$ cat config.mk
export PLATFORM = sky130hd
export DESIGN_NAME = vbw_accumulator_flat
export DESIGN_NICKNAME = d
export VERILOG_FILES = /design/src/rtl/vbw_accumulator_if.sv /design/src/rtl/vbw_accumulator.sv /design/src/flat_wrapper.sv
export SDC_FILE = /design/constraint.sdc
export NUM_CORES = 1
export LEC_CHECK = 0
export BUFFER_PORTS_ARGS = -buffer_cell sky130_fd_sc_hd__buf_2
export CAP_MARGIN = 25
export CORE_MARGIN = 2
export CORE_UTILIZATION = 49
export CTS_CLUSTER_SIZE = 10
export DETAILED_ROUTE_END_ITERATION = 12
export PLACE_DENSITY_LB_ADDON = 0.25
export SLEW_MARGIN = 0
export SYNTH_ARGS = -nofsm -noshare
export SYNTH_HDL_FRONTEND = slang
export SYNTH_SLANG_ARGS = --single-unit
$ cat constraint.sdc
create_clock -name clk -period 16.4 [get_ports clk]
set_input_delay 4.1 -clock clk [delete_from_list [all_inputs] [get_ports clk]]
set_output_delay 4.1 -clock clk [all_outputs]
set_load 0.05 [all_outputs]
$ cat src/rtl/vbw_accumulator_if.sv
// vbw_accumulator_if: burst accumulator bus (start/mode/len control, in_valid/in_ready/in_data, out_valid/out_ready/out_data/out_ovf, busy)
interface vbw_accumulator_if #(parameter int LEN_W = 8);
  logic             start;
  logic [1:0]       mode;
  logic [LEN_W-1:0] len;
  logic             in_valid;
  logic             in_ready;
  logic [63:0]      in_data;
  logic             out_valid;
  logic             out_ready;
  logic [63:0]      out_data;
  logic [7:0]       out_ovf;
  logic             busy;
  modport master (
    output start, mode, len, in_valid, in_data, out_ready,
    input  in_ready, out_valid, out_data, out_ovf, busy
  );
  modport slave (
    input  start, mode, len, in_valid, in_data, out_ready,
    output in_ready, out_valid, out_data, out_ovf, busy
  );
endinterface

$ cat src/rtl/vbw_accumulator.sv
// vbw_accumulator: lane-partitioned 64-bit burst accumulator; ports clk, rst (sync active-high), bus (slave: start/mode/len in, in_valid/in_data in, in_ready out, out_valid/out_data/out_ovf/busy out, out_ready in)
module vbw_accumulator #(
  parameter int LEN_W = 8
) (
  input logic              clk,
  input logic              rst,
  vbw_accumulator_if.slave bus
);
  typedef enum logic [1:0] {IDLE, ACCUM, DONE} state_t;
  state_t           state_q;
  logic [1:0]       mode_q;
  logic [LEN_W-1:0] len_q, cnt_q;
  logic [63:0]      acc_q, acc_d;
  logic [7:0]       ovf_q, ovf_d, top, cy_o;
  logic             in_ready_q, out_valid_q, busy_q, cy;
  logic [8:0]       t;
  always_comb begin
    top = mode_q == 2'b00 ? 8'h80 : mode_q == 2'b01 ? 8'h88 : mode_q == 2'b10 ? 8'hAA : 8'hFF;
    acc_d = '0;
    cy_o = '0;
    cy = 1'b0;
    t = '0;
    for (int k = 0; k < 8; k++) begin
      t = {1'b0, acc_q[8*k+:8]} + {1'b0, bus.in_data[8*k+:8]} + {8'd0, cy};
      acc_d[8*k+:8] = t[7:0];
      cy_o[k] = t[8];
      cy = t[8] & ~top[k];
    end
    ovf_d = ovf_q | (cy_o & top);
  end
  always_ff @(posedge clk) begin
    if (rst) begin
      state_q <= IDLE;
      mode_q <= '0;
      len_q <= '0;
      cnt_q <= '0;
      acc_q <= '0;
      ovf_q <= '0;
      in_ready_q <= 1'b0;
      out_valid_q <= 1'b0;
      busy_q <= 1'b0;
    end else begin
      case (state_q)
        IDLE: if (bus.start) begin
          mode_q <= bus.mode;
          len_q <= bus.len;
          cnt_q <= '0;
          acc_q <= '0;
          ovf_q <= '0;
          busy_q <= 1'b1;
          in_ready_q <= bus.len != '0;
          out_valid_q <= bus.len == '0;
          state_q <= bus.len != '0 ? ACCUM : DONE;
        end
        ACCUM: if (bus.in_valid && in_ready_q) begin
          acc_q <= acc_d;
          ovf_q <= ovf_d;
          cnt_q <= cnt_q + LEN_W'(1);
          if (cnt_q == len_q - LEN_W'(1)) begin
            in_ready_q <= 1'b0;
            out_valid_q <= 1'b1;
            state_q <= DONE;
          end
        end
        DONE: if (bus.out_ready) begin
          out_valid_q <= 1'b0;
          busy_q <= 1'b0;
          state_q <= IDLE;
        end
        default: state_q <= IDLE;
      endcase
    end
  end
  assign bus.in_ready = in_ready_q;
  assign bus.out_valid = out_valid_q;
  assign bus.busy = busy_q;
  assign bus.out_data = acc_q;
  assign bus.out_ovf = ovf_q;
endmodule

$ cat src/flat_wrapper.sv
// flat-port wrapper written by rule: the top's interface ports become plain ports
module vbw_accumulator_flat 
#(
  parameter int LEN_W = 8
)
  (clk, rst, bus_start, bus_mode, bus_len, bus_in_valid, bus_in_data, bus_out_ready, bus_in_ready, bus_out_valid, bus_out_data, bus_out_ovf, bus_busy);
  vbw_accumulator_if #(.LEN_W(LEN_W)) bus_i ();
  input logic clk;
  input logic rst;
  input wire logic [$bits(bus_i.start)-1:0] bus_start;
  input wire logic [$bits(bus_i.mode)-1:0] bus_mode;
  input wire logic [$bits(bus_i.len)-1:0] bus_len;
  input wire logic [$bits(bus_i.in_valid)-1:0] bus_in_valid;
  input wire logic [$bits(bus_i.in_data)-1:0] bus_in_data;
  input wire logic [$bits(bus_i.out_ready)-1:0] bus_out_ready;
  output wire logic [$bits(bus_i.in_ready)-1:0] bus_in_ready;
  output wire logic [$bits(bus_i.out_valid)-1:0] bus_out_valid;
  output wire logic [$bits(bus_i.out_data)-1:0] bus_out_data;
  output wire logic [$bits(bus_i.out_ovf)-1:0] bus_out_ovf;
  output wire logic [$bits(bus_i.busy)-1:0] bus_busy;
  assign bus_i.start = bus_start;
  assign bus_i.mode = bus_mode;
  assign bus_i.len = bus_len;
  assign bus_i.in_valid = bus_in_valid;
  assign bus_i.in_data = bus_in_data;
  assign bus_i.out_ready = bus_out_ready;
  assign bus_in_ready = bus_i.in_ready;
  assign bus_out_valid = bus_i.out_valid;
  assign bus_out_data = bus_i.out_data;
  assign bus_out_ovf = bus_i.out_ovf;
  assign bus_busy = bus_i.busy;
  vbw_accumulator #(.LEN_W(LEN_W)) u_core (.clk(clk), .rst(rst), .bus(bus_i));
endmodule
==> results of run 1 <==
-- per-layer routing --
layer / wire length [um] / share of wire
met3: 979 / 0.055
met2: 8869 / 0.50
met4: 380 / 0.021
met5: 0 / 0
met1: 7669 / 0.43
-- worst max-delay path, delay by kind of cell --
kind / cells / cell delay, ns
xor+xnor: 1 / 0.12
compound gates: 39 / 5.36
simple gates: 15 / 2.07
fa+ha+maj: 16 / 5.95
buf+inv: 2 / 0.11
-- synth_stat cells (4+ instances only) --
master	number	area, um^2
a211oi_1	9	67.56
a21boi_0	6	45.04
a21o_1	19	142.6
a21oi_1	65	325.3
a22o_1	5	43.79
a22oi_1	16	120.1
a31oi_1	11	68.82
a32o_1	4	40.04
buf_2	8	40.04
clkbuf_1	19	71.32
dfxtp_1	95	1902
fa_1	15	300.3
ha_1	62	775.7
inv_1	45	168.9
mux2i_1	10	100.1
nand2_1	88	330.3
nand2b_1	13	81.33
nand3_1	15	75.07
nand3b_1	15	112.6
nand4_1	4	25.02
nor2_1	61	229.0
nor2b_1	16	100.1
nor3_1	4	20.02
nor3b_1	18	135.1
nor4b_1	6	52.55
o21a_1	4	30.03
o21ai_0	39	195.2
or2_2	4	25.02
or3_1	6	37.54
xnor2_1	18	157.7
xor2_1	25	219.0
-- logic make-up after synthesis --
kind of cell | after synthesis | synth area share
buffers and inverters | 78 | 0.05090
XOR/XNOR | 43 | 0.05893
AO/OA/AOI/OAI | 191 | 0.1879
adder cells (fa/ha/maj) | 77 | 0.1684
flip-flops | 95 | 0.2976
AND/OR/NAND/NOR | 270 | 0.2206
multiplexers | 10 | 0.01566
-- cells in the final DEF (no fill, tap or decap), types with 10 or more instances in the layout --
cell type    n
a21o_1      19
a21oi_1     56
a22oi_1     16
a31oi_1     11
buf_2      152
buf_4       53
dfxtp_1     95
fa_2        15
ha_1        61
inv_1       44
mux2i_1     10
nand2_1     85
nand2b_1    13
nand3_1     15
nand3b_1    15
nor2_1      60
nor2b_1     12
nor3b_1     18
o21ai_0     22
o21ai_2     12
xnor2_1     17
xor2_1      25
-- timing repair --
item,4_1_cts,5_1_grt
setup endpoints to repair,9,12
gates resized for setup,6,46
setup buffers,6,18
pin swaps,9,50
hold endpoints to repair,0,0
-- how the worst max path moves through the flow --
stage,startpoint,end,slack [ns],cells past startpoint
global route,bus_in_data[0],u_core.bus.out_data[62],-1.88,73
global placement,bus_in_data[0],u_core.bus.out_data[62],-1.02,73
floorplan,bus_in_data[0],u_core.bus.out_data[62],0.03,72
CTS,bus_in_data[0],u_core.bus.out_data[62],-0.85,73
detailed placement,bus_in_data[0],u_core.bus.out_data[62],-1.54,73
finish,bus_in_data[0],u_core.bus.out_data[62],-1.10,73
-- state kept, by name, summed over array words and instances (netlist names) --
register and count:
u_core.bus.out_valid 1, u_core.state_q 2, u_core.bus.in_ready 1, u_core.mode_q 2, u_core.len_q 8, u_core.bus.busy 1, u_core.bus.out_data 64, u_core.bus.out_ovf 8
u_core.cnt_q 8
-- power by group --
part           total (mW)  switching, mW  internal, mW  leakage (nW)
sequential          0.261         0.0154         0.246         0.769
clock               0.244         0.0924         0.151         0.164
combinational       0.260          0.170        0.0894          2.90
-- per-stage QoR --
step / total power, mW / cell area, um^2 / hold WS (ns) / setup slack, ns / cells
after floorplan: 0.4441 / 6429 / 0.4478 / 0.03433 / 764
after global placement: 0.5101 / 7473 / 0.4565 / -1.023 / 1084
after detailed placement: 0.5133 / 7481 / 0.4597 / -1.536 / 1085
after CTS: 0.7579 / 7879 / 0.4700 / -0.8458 / 1105
after global routing: 0.8016 / 8144 / 0.4868 / -1.878 / 1125
final: 0.7646 / 8144 / 0.4693 / -1.101 / 1125
-- final cells by class --
type,count,area share
Antenna cell,2,0.0006145
Clock buffer,10,0.02934
Clock inverter,4,0.01168
Inverter,45,0.02074
Multi-Input combinational cell,591,0.5340
Sequential cell,95,0.2335
Tap cell,172,0.02642
Timing Repair Buffer,206,0.1436
==> results.md, run 1 <==
- Hold Path Origin: u_core.len_q[7]
- Area Growth Syn to Fin: 27.43%
- Routed WL: 17.90 mm
- I/O Buffers: 153
- Chip Height: 118.2 um
- GRT Total Usage: 0.2516
- Vias: 6159
- Number of clock sinks: 95
- F_max: 57.14 MHz
- Post-route clock skew: 0.009312 ns
- Hold EP: u_core.len_q[7]
- Multi-input logic area: 0.004349 mm^2
- Critical path's slowest cell: fa_2
- Setup crit start kind: input pin
- Final Net Count: 1104
- Asr flop ratio synth: 0
- Final setup violating endpoints: 9
- Slew HR: 0.3855
- Detail Route Antenna Nets: 0
- WL per Instance: 15.91 um
- Iteration-0 DRC Markers: 317
- TritonCTS Buffers: 9
- FILL cells: 1125
- Clock Pin Slew Worst Setup and Hold Paths: 0.07 ns
- Distinct cells, synth: 57
- Drt via density: 5.475
- I/O Pins: 154
- Die Width: 118.2 um
- Final slew viol count: 0
- Met2 Track Usage GR: 0.4357
- R2R setup slack: 2.26 ns
- P_leak: 3.830 nW
- Met1 capacity usage during global routing: 0.3068
- Reg2reg end: u_core.bus.out_data[62]
- CP Capture Type: flip-flop
- Worst Max-Slew Pin Slew: 0.9217 ns
- Status: complete, but fails checks
- Largest net degree at the start of global routing: 64
- Max Fanout on Critical Path: 2
- Failing checks: setup timing
- Fin crit period: 17.50 ns
- Hold Path Cell Cnt: 2
- Crit-path max cell delay: 0.42 ns
- Storage cell area: 0.001902 mm^2
- TNS Setup: -7.559 ns
- Remaining routing DRC violations: 0
- Die area: 0.01397 mm^2
- Row cnt: 41
- Net Count, Synth: 920
- Final Wtd Congestion: 0.8260
- Post-Syn Area: 0.006391 mm^2
- Antenna violations before repair: 2
- CTS tree: done
- Worst hold-check path type: reg2reg
- Clk_lat worst skew: 0.36 ns
- H-Tree Depth: 3
- Hold-fix buffers, CTS: 0
- GR Util met3: 0.04585
- Yosys Warn Count: 0
- CTS root buffer: clkbuf_16
- Hold Fails Final Rpt: 0
- Most Used Layer, Global Route: met2
- Clock buffer depth: 2
- CP most frequent cell: fa_2
- Placed wire-length estimate: 12.59 mm
- Synth Area per Inst: 8.365 um^2
- Post-Synthesis Cells: 764
- Req. time, crit path: 16.63 ns
- Unrepaired setup endpoints after global routing: true
- Core Region: 0.01267 mm^2
- Seq/Total Area, Yosys: 0.2976
- Register bit count reported by yosys: 95
- Critical Path AT: 17.73 ns
- CP Class: in2reg
- Detailed Routing Iterations Pass 1: 4
- Reg-to-Reg Start: u_core.bus.out_data[0]
- Reg2Reg Depth: 72
- Max Cap Viol: 0
- Post-synth EDFFs: 0
- PwrDens: 93.89 mW/mm^2
- Total grt overflow: 0
- Vias in the first global route: 6003
- Final period utilization: 1.067
- Fin worst setup slack: -1.101 ns
- Layout cells sized above 1: 0.3039
- Maximum vdd drop: 0.05741 mV
- First-pass GRT wire length: 28.59 mm
- Initial Util: 0.5044
- Post-layout util: 0.6427
- Ys flop type: dfxtp_1
Note: power is estimated with default switching activity, not from simulation.
==> inputs of run 2 (changes only) <==
--- a/config.mk
+++ b/config.mk
@@ -8,7 +8,7 @@
 export BUFFER_PORTS_ARGS = -buffer_cell sky130_fd_sc_hd__buf_2
 export CAP_MARGIN = 25
 export CORE_MARGIN = 2
-export CORE_UTILIZATION = 49
+export CORE_UTILIZATION = 55
 export CTS_CLUSTER_SIZE = 10
 export DETAILED_ROUTE_END_ITERATION = 12
 export PLACE_DENSITY_LB_ADDON = 0.25
==> constraint.sdc (replaced) <==
create_clock -name clk -period 16.8 [get_ports clk]
set_input_delay 4.2 -clock clk [delete_from_list [all_inputs] [get_ports clk]]
set_output_delay 4.2 -clock clk [all_outputs]
set_load 0.05 [all_outputs]
==> run 2 against run 1 <==
Compared with the run above: the flow still finishes with violations (setup timing); worst hold slack better by 0.0035 ns; clock-buffer cell count stayed put; cell area up 10%; via count increased by 20%; largest power group is now combinational logic.
==> results.md, run 2 (synthesis results as in run 1) <==
- Final Non-Filler Cells: 1206 (+7.2%)
- I/O Buffers: 153 (unchanged)
- Post-route clock skew: 0.01518 ns (+0.005864 ns)
- Setup crit start kind: input pin
- Vias in the first global route: 7396 (+23%)
- CP most frequent cell: buf_4
- TritonCTS Buffers: 9 (unchanged)
- Number of clock sinks: 95 (unchanged)
- H-Tree Depth: 3 (unchanged)
- I/O Pins: 154 (unchanged)
- CTS tree: done
- Status: complete, but fails checks
- Routed WL: 25.52 mm (+43%)
- Largest net degree at the start of global routing: 64 (unchanged)
- Max Cap Viol: 0 (unchanged)
- Unrepaired setup endpoints after global routing: true
- Final Net Count: 1214 (+10%)
- P_leak: 4.420 nW (+15%)
- Max Fanout on Critical Path: 2 (unchanged)
- Commonest non-fill, non-tap cell in the layout: buf_4
- Die Width: 111.8 um (-5.4%)
- Core Region: 0.01137 mm^2 (-10%)
- Clock buffer depth: 2 (unchanged)
- Hold Fails Final Rpt: 0 (unchanged)
- Maximum vdd drop: 0.06089 mV (+6.1%)
- First-pass GRT wire length: 38.74 mm (+35%)
- Post-layout util: 0.7878 (+0.1451)
- Final period utilization: 1.057
- CP Class: in2reg
- Sequential Power Share: 0.334 (-0.007)
- Req. time, crit path: 17.09 ns (+0.46 ns)
- FILL cells: 707 (-37%)
- Crit-path max cell delay: 0.42 ns (about the same)
- WHS: 0.4728 ns (+0.003523 ns)
- Fin worst setup slack: -0.9576 ns (+0.1436 ns)
- PwrDens: 85.55 mW/mm^2 (-8.9%)
- Area Growth Syn to Fin: 40.15%
- Placed Cells: 1051 (-3.1%)
- Internal: 0.4620 mW (-5.0%)
- Final slew viol count: 0 (unchanged)
- Die area: 0.01250 mm^2 (-11%)
- Total Power: 0.7663 mW (+0.22%)
- Slew HR: 0.3141 (-0.07142)
- Clock Pin Slew Worst Setup and Hold Paths: 0.07 ns (about the same)
- Drt via density: 6.104 (+11%)
- Chip Height: 111.8 um (-5.4%)
- Layout cells sized above 1: 0.3876 (+0.08369)
- Flip-flop count of the largest register after layout: 64 (unchanged)
- Detailed Routing Iterations Pass 1: 5 (+1)
- Worst hold-check path type: reg2reg
- Total grt overflow: 0 (unchanged)
- Remaining routing DRC violations: 0 (unchanged)
- F_max: 56.31 MHz
- WL per Instance: 21.16 um (+33%)
- Worst Max-Slew Pin Slew: 1.029 ns (+0.1071 ns)
- Failing checks: setup timing
- Antenna violations before repair: 1 (-1)
- Clk_lat worst skew: 0.37 ns (about the same)
- Placed wire-length estimate: 12.91 mm (+2.5%)
- Initial Util: 0.5621 (+0.05773)
- Most frequent cells in the layout: buf_4 (160), buf_2 (152), dfxtp_1 (95)
- Sw Ratio: 0.3971 (+0.03327)
- Detail Route Antenna Nets: 0 (unchanged)
- Net Switching: 0.3043 mW (+9.4%)
- Row cnt: 39 (-4.9%)
- Final Wtd Congestion: 0.8889 (+7.6%)
- CTS root buffer: clkbuf_16
- Critical Path AT: 18.04 ns (+0.31 ns)
- CP Capture Type: flip-flop
- Ant diodes: 0 (-2)
- Final setup violating endpoints: 10 (+1)
- Clock Power Share: 0.291 (-0.028)
- Vias: 7361 (+20%)
- Share of total power in combinational logic: 0.375 (+0.035)
- Fin crit period: 17.76 ns
- Critical path's slowest cell: fa_2
- Hold-fix buffers, CTS: 0 (unchanged)
- Iteration-0 DRC Markers: 788 (+150%)
- GRT Total Usage: 0.4002 (+0.1486)
run 2: changes by cell type in the layout (fill, tap and decap cells not counted), moves of 3 or more:
cell / before / now
buf_4: 53 / 160
nor2b_1: 12 / 8
a21boi_1: 3 / 0
a21boi_2: 3 / 6
o21ai_2: 12 / 15
run 2: power by group through the flow:
| stage | clock [mW] | combinational (mW) | sequential [mW] |
|---|---|---|---|
| floorplan | 0 | 0.142 | 0.291 |
| CTS | 0.219 | 0.261 | 0.255 |
| global route | 0.231 | 0.306 | 0.257 |
| detailed placement | 0 | 0.239 | 0.259 |
| finish | 0.223 | 0.287 | 0.256 |
| global placement | 0 | 0.236 | 0.259 |
run 2: metal layers:
layer  GRT usage  part of all wire  up-vias
met2      0.6727              0.46      522
met1      0.4115              0.34     3378
li1            -                 -     3257
met5           0           0.00047        -
met4      0.3086             0.092        2
met3      0.1312              0.10      202
run 2: worst max-delay path: cells and delay by family:
kind                     cells  cell delay [ns]
buffers and inverters       36             3.56
AO/OA/AOI/OAI               30             4.39
AND/OR/NAND/NOR             11             1.44
adder cells (fa/ha/maj)     12             4.40
run 2: worst paths after layout:
path	startpoint	end	slack, ns	cells after the start
hold / removal	u_core.len_q[7]	u_core.len_q[7]	0.47	2
hold reg to reg	u_core.len_q[7]	u_core.len_q[7]	0.47	2
setup / recovery	bus_in_data[0]	u_core.bus.out_ovf[5]	-0.96	89
setup reg to reg	u_core.bus.out_data[0]	u_core.bus.out_ovf[5]	2.53	88
run 2: cell type report:
cell class	count	area (um^2)	share of cell area
sequential	95	1902	0.2123
clock inverter	6	67.56	0.007543
timing repair buffer	316	2011	0.2245
clock buffer	10	239.0	0.02668
inverter	45	168.9	0.01886
multi-input combinational	591	4390	0.4902
tap	143	178.9	0.01997
run 2: stage by stage:
| step | setup slack, ns | instance area [um^2] | TNS [ns] |
|---|---|---|---|
| floorplan | 0.03859 | 6416 | 0 |
| global placement | -1.151 | 7387 | -7.696 |
| detailed placement | -1.639 | 7387 | -11.56 |
| CTS | -0.2598 | 8871 | -1.072 |
| global route | -1.492 | 8957 | -12.51 |
| finish | -0.9576 | 8957 | -6.996 |
run 2: what timing repair did:
action | in CTS | in global routing
resized for setup | 33 | 44
cloned | 0 | 0
endpoints found under the setup margin | 9 | 14
pin swaps | 27 | 44
buffers inserted | 149 | 18
